### config.mk
export PLATFORM = sky130hd
export DESIGN_NAME = psw_ctrl
export DESIGN_NICKNAME = d
export VERILOG_FILES = /design/src/rtl/psw_ctrl.sv
export SDC_FILE = /design/constraint.sdc
export NUM_CORES = 1
export LEC_CHECK = 0
export ABC_AREA = 1
export BUFFER_PORTS_ARGS = -buffer_cell sky130_fd_sc_hd__clkbuf_2
export CAP_MARGIN = 0
export CORE_UTILIZATION = 39
export DETAILED_ROUTE_END_ITERATION = 12
export GPL_TIMING_DRIVEN = 0
export PLACE_DENSITY_LB_ADDON = 0.3
export RECOVER_POWER = 25
export SLEW_MARGIN = 20
export SYNTH_ARGS = -nofsm -noshare
export SYNTH_HDL_FRONTEND = slang
export SYNTH_SLANG_ARGS = --single-unit
### constraint.sdc
create_clock -name clk -period 1.1 [get_ports clk]
set_input_delay 0.165 -clock clk [delete_from_list [all_inputs] [get_ports clk]]
set_output_delay 0.165 -clock clk [all_outputs]
set_load 0.02 [all_outputs]
### src/rtl/psw_ctrl.sv
// psw_ctrl -- processor status word (PSW) controller.
//
// Holds the 16-bit PSW: C[0], Z[1], N[2], SLP[3], V[4], PRI[7:5], reserved[15:8].
// Flag-update requests from the ALU are applied one cycle after acceptance.
// An optional saved-PSW stack handles exception entry (push) and return (pop).
//
// Build option: define PSW_STACK_EN to compile in the exception stack. Without
// it, exc_push/exc_pop are ignored, upd_ready is tied to 1 and the stack
// status outputs are constants (empty, count 0, no error).
//
// Ports:
//   clk, rst_n          clock, asynchronous active-low reset
//   upd_valid/ready     flag-update handshake (ready drops during push/pop)
//   upd_op              0 NOP, 1 ADD, 2 SUB, 3 LOGIC, 4 SHIFT, 5 SETCC, 6 CLRCC, 7 LOAD
//   upd_a/b/res         ALU operands and result, WIDTH bits
//   upd_we              write enable for ADD/SUB/LOGIC flag results
//   upd_cc              field select {V, SLP, N, Z, C} for SETCC/CLRCC
//   exc_push, exc_pri   exception entry with new priority
//   exc_pop             exception return (wins over a simultaneous push)
//   psw_q               registered PSW
//   stk_cnt/full/empty  stack occupancy; stk_err sticky over/underflow flag
module psw_ctrl #(
  parameter int WIDTH = 16,
  parameter int DEPTH = 4
) (
  input  logic                       clk,
  input  logic                       rst_n,
  input  logic                       upd_valid,
  output logic                       upd_ready,
  input  logic [2:0]                 upd_op,
  input  logic [WIDTH-1:0]           upd_a,
  input  logic [WIDTH-1:0]           upd_b,
  input  logic [WIDTH-1:0]           upd_res,
  input  logic                       upd_we,
  input  logic [4:0]                 upd_cc,
  input  logic                       exc_push,
  input  logic [2:0]                 exc_pri,
  input  logic                       exc_pop,
  output logic [15:0]                psw_q,
  output logic [$clog2(DEPTH+1)-1:0] stk_cnt,
  output logic                       stk_full,
  output logic                       stk_empty,
  output logic                       stk_err
);

  localparam int CNT_W = $clog2(DEPTH + 1);

  localparam logic [2:0] OP_NOP   = 3'd0;
  localparam logic [2:0] OP_ADD   = 3'd1;
  localparam logic [2:0] OP_SUB   = 3'd2;
  localparam logic [2:0] OP_LOGIC = 3'd3;
  localparam logic [2:0] OP_SHIFT = 3'd4;
  localparam logic [2:0] OP_SETCC = 3'd5;
  localparam logic [2:0] OP_CLRCC = 3'd6;
  localparam logic [2:0] OP_LOAD  = 3'd7;

  localparam logic [15:0] PSW_RST = 16'h00E0;  // PRI=7, all flags clear

  // ---------------------------------------------------------------------------
  // Flag computation from operand / result signs
  // ---------------------------------------------------------------------------
  logic [WIDTH-1:0] b_neg;
  logic             sgn_a, sgn_b, sgn_r;
  logic             flag_c, flag_v, flag_z;
  logic [15:0]      load_val;
  logic [15:0]      upd_psw;
  logic [15:0]      psw_d;

  // SUB is treated as an add of the negated second operand.
  assign b_neg = -upd_b;
  assign sgn_a = upd_a[WIDTH-1];
  assign sgn_r = upd_res[WIDTH-1];
  assign sgn_b = (upd_op == OP_SUB) ? b_neg[WIDTH-1] : upd_b[WIDTH-1];

  assign flag_c = (sgn_b & sgn_a) | ((sgn_b | sgn_a) & ~sgn_r);
  assign flag_v = (sgn_b == sgn_a) & (sgn_r != sgn_a);
  assign flag_z = (upd_res == '0);

  generate
    if (WIDTH >= 16) begin : g_load_trunc
      assign load_val = upd_a[15:0];
    end else begin : g_load_zext
      assign load_val = {{(16 - WIDTH){1'b0}}, upd_a};
    end
  endgenerate

  // PSW value produced by an accepted update request.
  always_comb begin
    // NOTE: every combinational output gets a default first so no path leaves
    // it unassigned -- otherwise a latch is inferred.
    upd_psw = psw_q;
    case (upd_op)
      OP_ADD, OP_SUB, OP_LOGIC: begin
        if (upd_we) begin
          upd_psw[0] = flag_c;
          upd_psw[1] = flag_z;
          upd_psw[2] = sgn_r;
          upd_psw[4] = flag_v;
        end
      end
      OP_SHIFT: upd_psw[0]   = upd_a[0];
      OP_SETCC: upd_psw[4:0] = psw_q[4:0] | upd_cc;
      OP_CLRCC: upd_psw[4:0] = psw_q[4:0] & ~upd_cc;
      OP_LOAD:  upd_psw      = load_val;
      OP_NOP:   upd_psw      = psw_q;
      default:  upd_psw      = psw_q;
    endcase
  end

`ifdef PSW_STACK_EN
  // ---------------------------------------------------------------------------
  // Saved-PSW stack
  // ---------------------------------------------------------------------------
  logic [15:0]      stk_q [DEPTH];
  logic [15:0]      stk_top;
  logic [CNT_W-1:0] cnt_q, cnt_d;
  logic             err_q, err_d;
  logic             do_push;

  // Push/pop own the cycle; any update request is stalled.
  assign upd_ready = ~(exc_push | exc_pop);
  assign stk_cnt   = cnt_q;
  assign stk_err   = err_q;
  assign stk_full  = (cnt_q == CNT_W'(DEPTH));
  assign stk_empty = (cnt_q == '0);

  // Entry just below the count is the most recently saved PSW.
  always_comb begin
    stk_top = '0;
    for (int i = 0; i < DEPTH; i++) begin
      if (cnt_q == CNT_W'(i + 1)) stk_top = stk_q[i];
    end
  end

  always_comb begin
    psw_d   = psw_q;
    cnt_d   = cnt_q;
    err_d   = err_q;
    do_push = 1'b0;
    if (exc_pop) begin
      if (stk_empty) begin
        err_d = 1'b1;
      end else begin
        cnt_d = cnt_q - CNT_W'(1);
        psw_d = stk_top;
      end
    end else if (exc_push) begin
      if (stk_full) begin
        err_d = 1'b1;
      end else begin
        do_push = 1'b1;
        cnt_d   = cnt_q + CNT_W'(1);
        // Exception entry clears all flags; reserved bits are carried over.
        psw_d   = {psw_q[15:8], exc_pri, 5'b00000};
      end
    end else if (upd_valid) begin
      psw_d = upd_psw;
    end
  end

  always_ff @(posedge clk or negedge rst_n) begin
    // NOTE: state registers use non-blocking assignment so every flop samples
    // the pre-edge values regardless of statement order.
    if (!rst_n) begin
      psw_q <= PSW_RST;
      cnt_q <= '0;
      err_q <= 1'b0;
    end else begin
      psw_q <= psw_d;
      cnt_q <= cnt_d;
      err_q <= err_d;
    end
  end

  always_ff @(posedge clk or negedge rst_n) begin
    // NOTE: the stack is small and must read as zero after reset, so it is
    // built from resettable flops rather than left to an uninitialised RAM.
    if (!rst_n) begin
      for (int i = 0; i < DEPTH; i++) stk_q[i] <= '0;
    end else if (do_push) begin
      for (int i = 0; i < DEPTH; i++) begin
        if (cnt_q == CNT_W'(i)) stk_q[i] <= psw_q;
      end
    end
  end

`else
  // ---------------------------------------------------------------------------
  // Stack compiled out: exception inputs are ignored.
  // ---------------------------------------------------------------------------
  logic unused_exc;

  assign unused_exc = ^{exc_push, exc_pop, exc_pri};
  assign upd_ready  = 1'b1;
  assign stk_cnt    = '0;
  assign stk_full   = 1'b0;
  assign stk_empty  = 1'b1;
  assign stk_err    = 1'b0;
  assign psw_d      = upd_valid ? upd_psw : psw_q;

  always_ff @(posedge clk or negedge rst_n) begin
    if (!rst_n) psw_q <= PSW_RST;
    else        psw_q <= psw_d;
  end
`endif

endmodule

==> results of run 1 <==
[cell type report]
class / instances / area, um2 / area share (%)
inverters: 12 / 45.04 / 2.601
multi-input cells: 116 / 691.9 / 39.96
clock buffers: 4 / 36.28 / 2.095
repair buffers: 78 / 452.9 / 26.16
flip-flops and latches: 16 / 404.1 / 23.34
well taps: 30 / 37.54 / 2.168
plain buffers: 8 / 63.81 / 3.685
[placed cells by master (no fill, tap or decap), types with 4 or more instances in the layout]
| master | instances |
|---|---|
| buf_6 | 5 |
| nor2_1 | 27 |
| dfrtp_1 | 13 |
| inv_1 | 11 |
| nand3_1 | 4 |
| conb_1 | 7 |
| o21ai_0 | 4 |
| nand2_1 | 40 |
| clkbuf_2 | 69 |
| nor2_4 | 5 |
| buf_4 | 8 |
| mux2_4 | 8 |
[logic make-up (layout without fill, tap and decap cells)]
| logic type | count (synthesis) | count (layout) | share of synthesized area (%) |
|---|---|---|---|
| flip-flops | 16 | 16 | 36.50 |
| AO/OA/AOI/OAI | 8 | 8 | 3.955 |
| multiplexers | 10 | 10 | 12.88 |
| other | 2 | 7 | 0.6782 |
| adder cells (fa/ha/maj) | 2 | 2 | 2.260 |
| buffers and inverters | 20 | 102 | 9.830 |
| AND/OR/NAND/NOR | 89 | 89 | 33.90 |
[power by group]
| group | total (W) | switching (W) | internal (W) |
|---|---|---|---|
| registers | 0.000811 | 0.0000872 | 0.000724 |
| clock network | 0.000377 | 0.000175 | 0.000202 |
| logic | 0.000810 | 0.000405 | 0.000404 |
| total | 0.00200 | 0.000668 | 0.00133 |
[synthesized netlist by cell type, drive strengths merged]
library cell | instances | area [um2]
a21oi | 1 | 5.000
o22ai | 2 | 12.51
nand3b | 3 | 22.52
ha | 2 | 25.02
o21ai | 4 | 20.02
inv | 12 | 45.04
a31oi | 1 | 6.260
nand2 | 44 | 175.2
nand4 | 2 | 12.51
buf | 8 | 63.81
mux2 | 10 | 142.6
nand3 | 4 | 20.02
conb | 2 | 7.510
dfrtp | 13 | 325.3
nor3 | 2 | 10.01
nor2 | 34 | 135.1
dfstp | 3 | 78.83
[worst min path at each step]
| stage | startpoint | to | slack, ns | cells after the start |
|---|---|---|---|---|
| floorplan | rst_n | psw_q[0] | -0.13 | 0 |
| global placement | rst_n | psw_q[10] | 0.11 | 1 |
| detailed placement | rst_n | psw_q[9] | 0.12 | 1 |
| CTS | upd_a[13] | psw_q[13] | 0.1 | 2 |
| global route | upd_a[13] | psw_q[13] | 0.10 | 2 |
| finish | upd_a[13] | psw_q[13] | 0.11 | 2 |
[through the flow]
step / TNS [ns] / cells / instance area (um2) / utilization, % / power [W]
finish: -0.1582 / 264 / 1732 / 66.86 / 0.001997
global route: -0.4950 / 264 / 1732 / 66.86 / 0.002120
CTS: -0.2144 / 263 / 1667 / 64.35 / 0.001979
detailed placement: -2.543 / 257 / 1574 / 60.77 / 0.001539
global placement: -2.413 / 257 / 1574 / 60.77 / 0.001517
floorplan: -0.2075 / 152 / 1161 / - / 0.001237
[metal layers]
layer  GRT usage, %  up-vias  part of all wire (%)
li1               -      623                     -
met1          20.27      538                    40
met2          34.60       47                    55
met3          4.215        0                   5.5
met4          1.071        0                     0
met5              0        -                     0
[critical path: stages]
cell	delay [ns]
buf_6	0.10
nor2_4	0.08
nand2_1	0.05
nor2_1	0.10
nand2_1	0.07
nand3b_1	0.10
nand2_2	0.08
buf_6	0.12
ha_4	0.14
nor3_2	0.17
nor2_1	0.06
nand2_1	0.06
nand2_1	0.05
[repair_timing]
action                     4_1_cts  5_1_grt
setup endpoints to repair        5        6
resized for setup                8       14
pin swaps                       11       16
hold endpoints to repair        13        0
setup buffers                    1        1
hold buffers                     1        0
==> key figures, run 1 <==
Clocking
  – Clock transition at path regs: 0.09 ns
  – Deepest clock path buffer count: 2
  – H-tree depth: 1
  – Clock latency reported for the late side of the worst-skew pair: 0.28 ns
  – Number of clock buffers inserted by TritonCTS: 3
  – Clock sink total: 16
  – Cell chosen for the clock root: clkbuf_4
  – CTS tree: yes

STA
  – Shortest clock period the worst path allows after layout: 1.174 ns
  – Count of final max-slew check failures: 0
  – Max Clock Freq: 0.8515 GHz
  – Final Hold Slack: 0.1058 ns
  – Count of final setup violators: 5
  – Post-layout worst setup margin: -0.07437 ns
  – Worst clock skew: 0 ns
  – Setup repair after global routing missed its margin: yes
  – Tcrit/Tclk final: 106.8%
  – Count of endpoints failing hold in the final timing report: 0

Route
  – Post-Route WL: 2676 um
  – First DRT Iteration DRCs: 42
  – Length of the first detailed-routing pass in iterations: 4
  – Residual antenna-violating net count after detailed routing: 0
  – Remaining routing DRC violations: 0
  – Mean number of vias per cell: 4.576
  – Detailed-route via count: roughly 1200
  – Routed wire per std cell: 10.14 um

Yosys
  – Synthesized netlist cell count: 147
  – Share of synthesized area occupied by flip-flops and latches: about 36%
  – Post-Syn Area: 0.001107 mm2
  – Mapped Avg Cell Area: approximately 7.5 um2
  – Yosys warns: 0
  – Count of different cell masters after synthesis: 22
  – Register bit count reported by yosys: 16

Floorplanning
  – Total Die Area: 0.003056 mm2
  – Initial cell density of the core: 42.75%
  – Floorplan die height: around 55 um
  – Horizontal extent of the die: 55.29 um
  – Floorplan Core Area: 0.002590 mm2
  – Standard-cell rows: 18
  – Top-level I/O count: 88

Worst setup path
  – Capture point of the worst path: psw_q[0]
  – Maximum fanout encountered on the critical timing path: 2
  – Crit path arrival time: 1.35 ns
  – Worst Setup SP: upd_b[6]
  – Number of cells on the worst reg-to-reg path: 8
  – End of the worst register-to-register path: psw_q[1]
  – Worst path required time: 1.28 ns
  – RR Startpoint: psw_q[1]
  – Type of element capturing the critical path: flop
  – Category of the most critical setup path: input port to flop
  – Slack of the worst reg-to-reg path: 0.15 ns
  – Critical Path Source Type: input port

Run status
  – Violations in the final reports: setup timing
  – Status: finished, violations left

Cells and area
  – Most flops, register: psw_q
  – Area growth from synthesis to layout: 56.38%
  – Fill cells: 231
  – Antenna fix cells: 0
  – Nets@finish: 302
  – Flip-flop count of the largest register, all copies and words added: 16
  – Fraction of layout cells with a size suffix above 1: 50.85%
  – Registers with the most flip-flops: psw_q (16)

Global routing
  – Global-route wire length before repair: 4533 um
  – Combined global-route utilization of all metal layers: between 15 and 20%
  – Number of global-route vias before repair: 1124
  – Total congestion overflow: 0
  – Largest net degree at the start of global routing: 17
  – Number of antenna violations at the first check in global routing: 0

Placed design
  – DP Worst Slack: -0.4419 ns
  – Number of port buffers: 75
  – GPL Wtd Cong: 0.8446
  – Final HPWL DP: 2202 um

Min path
  – Class of the tightest hold or removal check: input port to flop

Power and ir drop
  – Max IR drop VDD: 1023 uV
  – Power per unit of standard cell area: 1153 mW/mm2
  – Total leakage power: 0.9766 nW

Flow run
  – MaxCap Viol Count: 0
Note: power is estimated with default switching activity, not from simulation.
==> run 2, diff against run 1 <==
--- a/config.mk
+++ b/config.mk
@@ -8,7 +8,7 @@
 export ABC_AREA = 1
 export BUFFER_PORTS_ARGS = -buffer_cell sky130_fd_sc_hd__clkbuf_2
 export CAP_MARGIN = 0
-export CORE_UTILIZATION = 39
+export CORE_UTILIZATION = 40
 export DETAILED_ROUTE_END_ITERATION = 12
 export GPL_TIMING_DRIVEN = 0
 export PLACE_DENSITY_LB_ADDON = 0.3
==> constraint.sdc (replaced) <==
create_clock -name clk -period 1.45 [get_ports clk]
set_input_delay 0.2175 -clock clk [delete_from_list [all_inputs] [get_ports clk]]
set_output_delay 0.2175 -clock clk [all_outputs]
set_load 0.02 [all_outputs]
==> key figures, run 2 (synthesized netlist as in run 1, its figures left out) <==
Cells and area
  – Fraction of layout cells with a size suffix above 1: 45.06%
  – Leading cell types in the layout, fill and taps excluded: clkbuf_2, nand2_1, nor2_1
  – Cell area after layout: around 0.0016 mm2
  – Most flops, register: psw_q
  – Final instance count without filler cells: approximately 260
  – Flip-flop count of the largest register, all copies and words added: 16
  – Most common library cell in the layout ignoring fill and taps: clkbuf_2
  – Area growth from synthesis to layout: 44.29%
  – Nets@finish: around 300
  – Registers with the most flip-flops: psw_q (16)
  – Antenna fix cells: 0
  – Fill cells: 270

Power and ir drop
  – Combinational fraction of design power: 37.7%
  – Max IR drop VDD: 819.1 uV
  – Total leakage power: 0.9482 nW
  – Cell-internal power: between 0.0009 and 0.001 W
  – Clock network fraction of total power: 20.0%
  – Sum of internal, switching and leakage power: 0.001433 W
  – Register share of total power: 42.3%
  – Switching share of power: ~34%
  – Reported net switching power: just under 0.0005 W
  – Power per unit of standard cell area: around 900 mW/mm2

Worst setup path
  – Critical Path Source Type: input port
  – Worst Setup SP: upd_op[1]
  – Cell-by-cell trace of the critical path: clkbuf_2 -> inv_1 -> nor3_1 -> nand2_1 -> nand2_1 -> nand2_1 -> buf_4 -> ha_1 -> nor3_1 -> nor2_1 -> nand2_1 -> nand2_1
  – Number of buffers and inverters on the critical path: 3
  – Maximum fanout encountered on the critical timing path: 4
  – Type of element capturing the critical path: flop
  – Crit path arrival time: 1.45 ns
  – End of the worst register-to-register path: psw_q[1]
  – Category of the most critical setup path: input port to flop
  – Library cell contributing the largest single delay on the critical path: nor3_1
  – Worst path required time: 1.63 ns
  – Top cell by count, worst path: nand2_1
  – RR Startpoint: psw_q[1]
  – Top Family by Delay on Critical Path: simple AND/OR/NAND/NOR gates
  – Cell depth of the worst setup path: 12
  – Slack of the worst reg-to-reg path: 0.52 ns
  – Max stage delay on crit path: 0.20 ns
  – Number of cells on the worst reg-to-reg path: 8

Clocking
  – Clock transition at path regs: around 0.09 ns
  – Number of clock buffers inserted by TritonCTS: 3
  – Cell chosen for the clock root: clkbuf_4
  – Clock latency reported for the late side of the worst-skew pair: between 0.2 and 0.3 ns
  – H-tree depth: 1
  – Deepest clock path buffer count: 2
  – CTS tree: yes
  – Clock sink total: 16

STA
  – Worst clock skew: 0 ns
  – Max Clock Freq: 0.7860 GHz
  – Shortest clock period the worst path allows after layout: around 1.3 ns
  – Count of final max-slew check failures: 0
  – Tcrit/Tclk final: 87.74%
  – Count of final setup violators: 0
  – Worst Max-Slew Pin Slew: ~0.82 ns
  – Worst slew margin relative to its limit: 45.63%
  – Count of endpoints failing hold in the final timing report: 0
  – Setup repair after global routing missed its margin: no

Global routing
  – Total congestion overflow: 0
  – Number of antenna violations at the first check in global routing: 0
  – Combined global-route utilization of all metal layers: 18.90%
  – Largest net degree at the start of global routing: 17
  – Global-route wire length before repair: 4091 um
  – Number of global-route vias before repair: ~1100

Route
  – Residual antenna-violating net count after detailed routing: 0
  – Post-Route WL: 2482 um
  – Detailed-route via count: 1194
  – Length of the first detailed-routing pass in iterations: 4
  – Remaining routing DRC violations: 0
  – Routed wire per std cell: 9.437 um
  – Mean number of vias per cell: 4.540
  – First DRT Iteration DRCs: 25

Min path
  – Hold-critical path depth: 2
  – Class of the tightest hold or removal check: input port to flop
  – Worst Hold End: psw_q[14]
  – Origin of the worst min-delay path: upd_a[14]

Floorplanning
  – Horizontal extent of the die: approximately 55 um
  – Floorplan Core Area: about 0.0025 mm2
  – Initial cell density of the core: 43.51%
  – Floorplan die height: 54.62 um
  – Top-level I/O count: 88
  – Total Die Area: 0.002983 mm2
  – Standard-cell rows: 18

Placed design
  – GPL Wtd Cong: 0.8184
  – Number of placed instances, taps included: about 260
  – Final HPWL DP: 2159 um
  – Dpl cell area: 0.001539 mm2
  – Number of port buffers: 75

Flow run
  – MaxCap Viol Count: 0

Run status
  – Status: complete, no violations
run 2: how the worst max path moves through the flow:
| stage | slack (ns) | endpoint |
|---|---|---|
| after floorplan | 0.1 | psw_q[4] |
| after global placement | -0.12 | psw_q[4] |
| after detailed placement | -0.14 | psw_q[4] |
| after CTS | 0.15 | psw_q[4] |
| after global routing | 0.006 | psw_q[4] |
| final | 0.18 | psw_q[0] |
run 2: metal layers:
metal,wire length [um],part of all wire (%),GRT usage (%),vias up
li1,-,-,-,625
met1,1035,42,21.19,529
met2,1312,53,34.94,40
met3,135,5.4,5.000,0
met4,0,0,4.274,0
met5,0,0,0,-
run 2: metrics by stage:
stage	util, %	TNS (ns)	worst slack [ns]	hold slack (ns)
finish	62.78	0	0.1778	0.1602
global route	62.78	0	0.005555	0.1447
global placement	60.47	-0.1337	-0.1223	0.1605
floorplan	-	0	0.09555	-0.07809
detailed placement	60.47	-0.1815	-0.1406	0.1586
CTS	62.29	0	0.1524	0.1549
run 2: power groups by stage:
| stage | combinational (W) | sequential, W | clock, W |
|---|---|---|---|
| 6_report | 0.000540 | 0.000606 | 0.000287 |
| 5_1_grt | 0.000602 | 0.000619 | 0.000319 |
| 4_1_cts | 0.000543 | 0.000607 | 0.000295 |
| 3_5_place_dp | 0.000539 | 0.000615 | 0 |
| 3_3_place_gp | 0.000529 | 0.000610 | 0 |
| 2_1_floorplan | 0.000212 | 0.000721 | 0 |
run 2: layout make-up:
type	count	area (um2)	share of cell area [%]
timing repair buffer	77	391.6	24.51
tap	30	37.54	2.349
buffer	8	63.81	3.994
clock buffer	4	36.28	2.271
multi-input combinational	116	619.3	38.76
inverter	12	45.04	2.819
sequential	16	404.1	25.29
run 2: what timing repair did:
| action | CTS | global route |
|---|---|---|
| gates resized for setup | 0 | 2 |
| endpoints found under the hold margin | 13 | 0 |
| setup buffers | 0 | 1 |
| hold buffers | 1 | 0 |
| endpoints found under the setup margin | 0 | 1 |
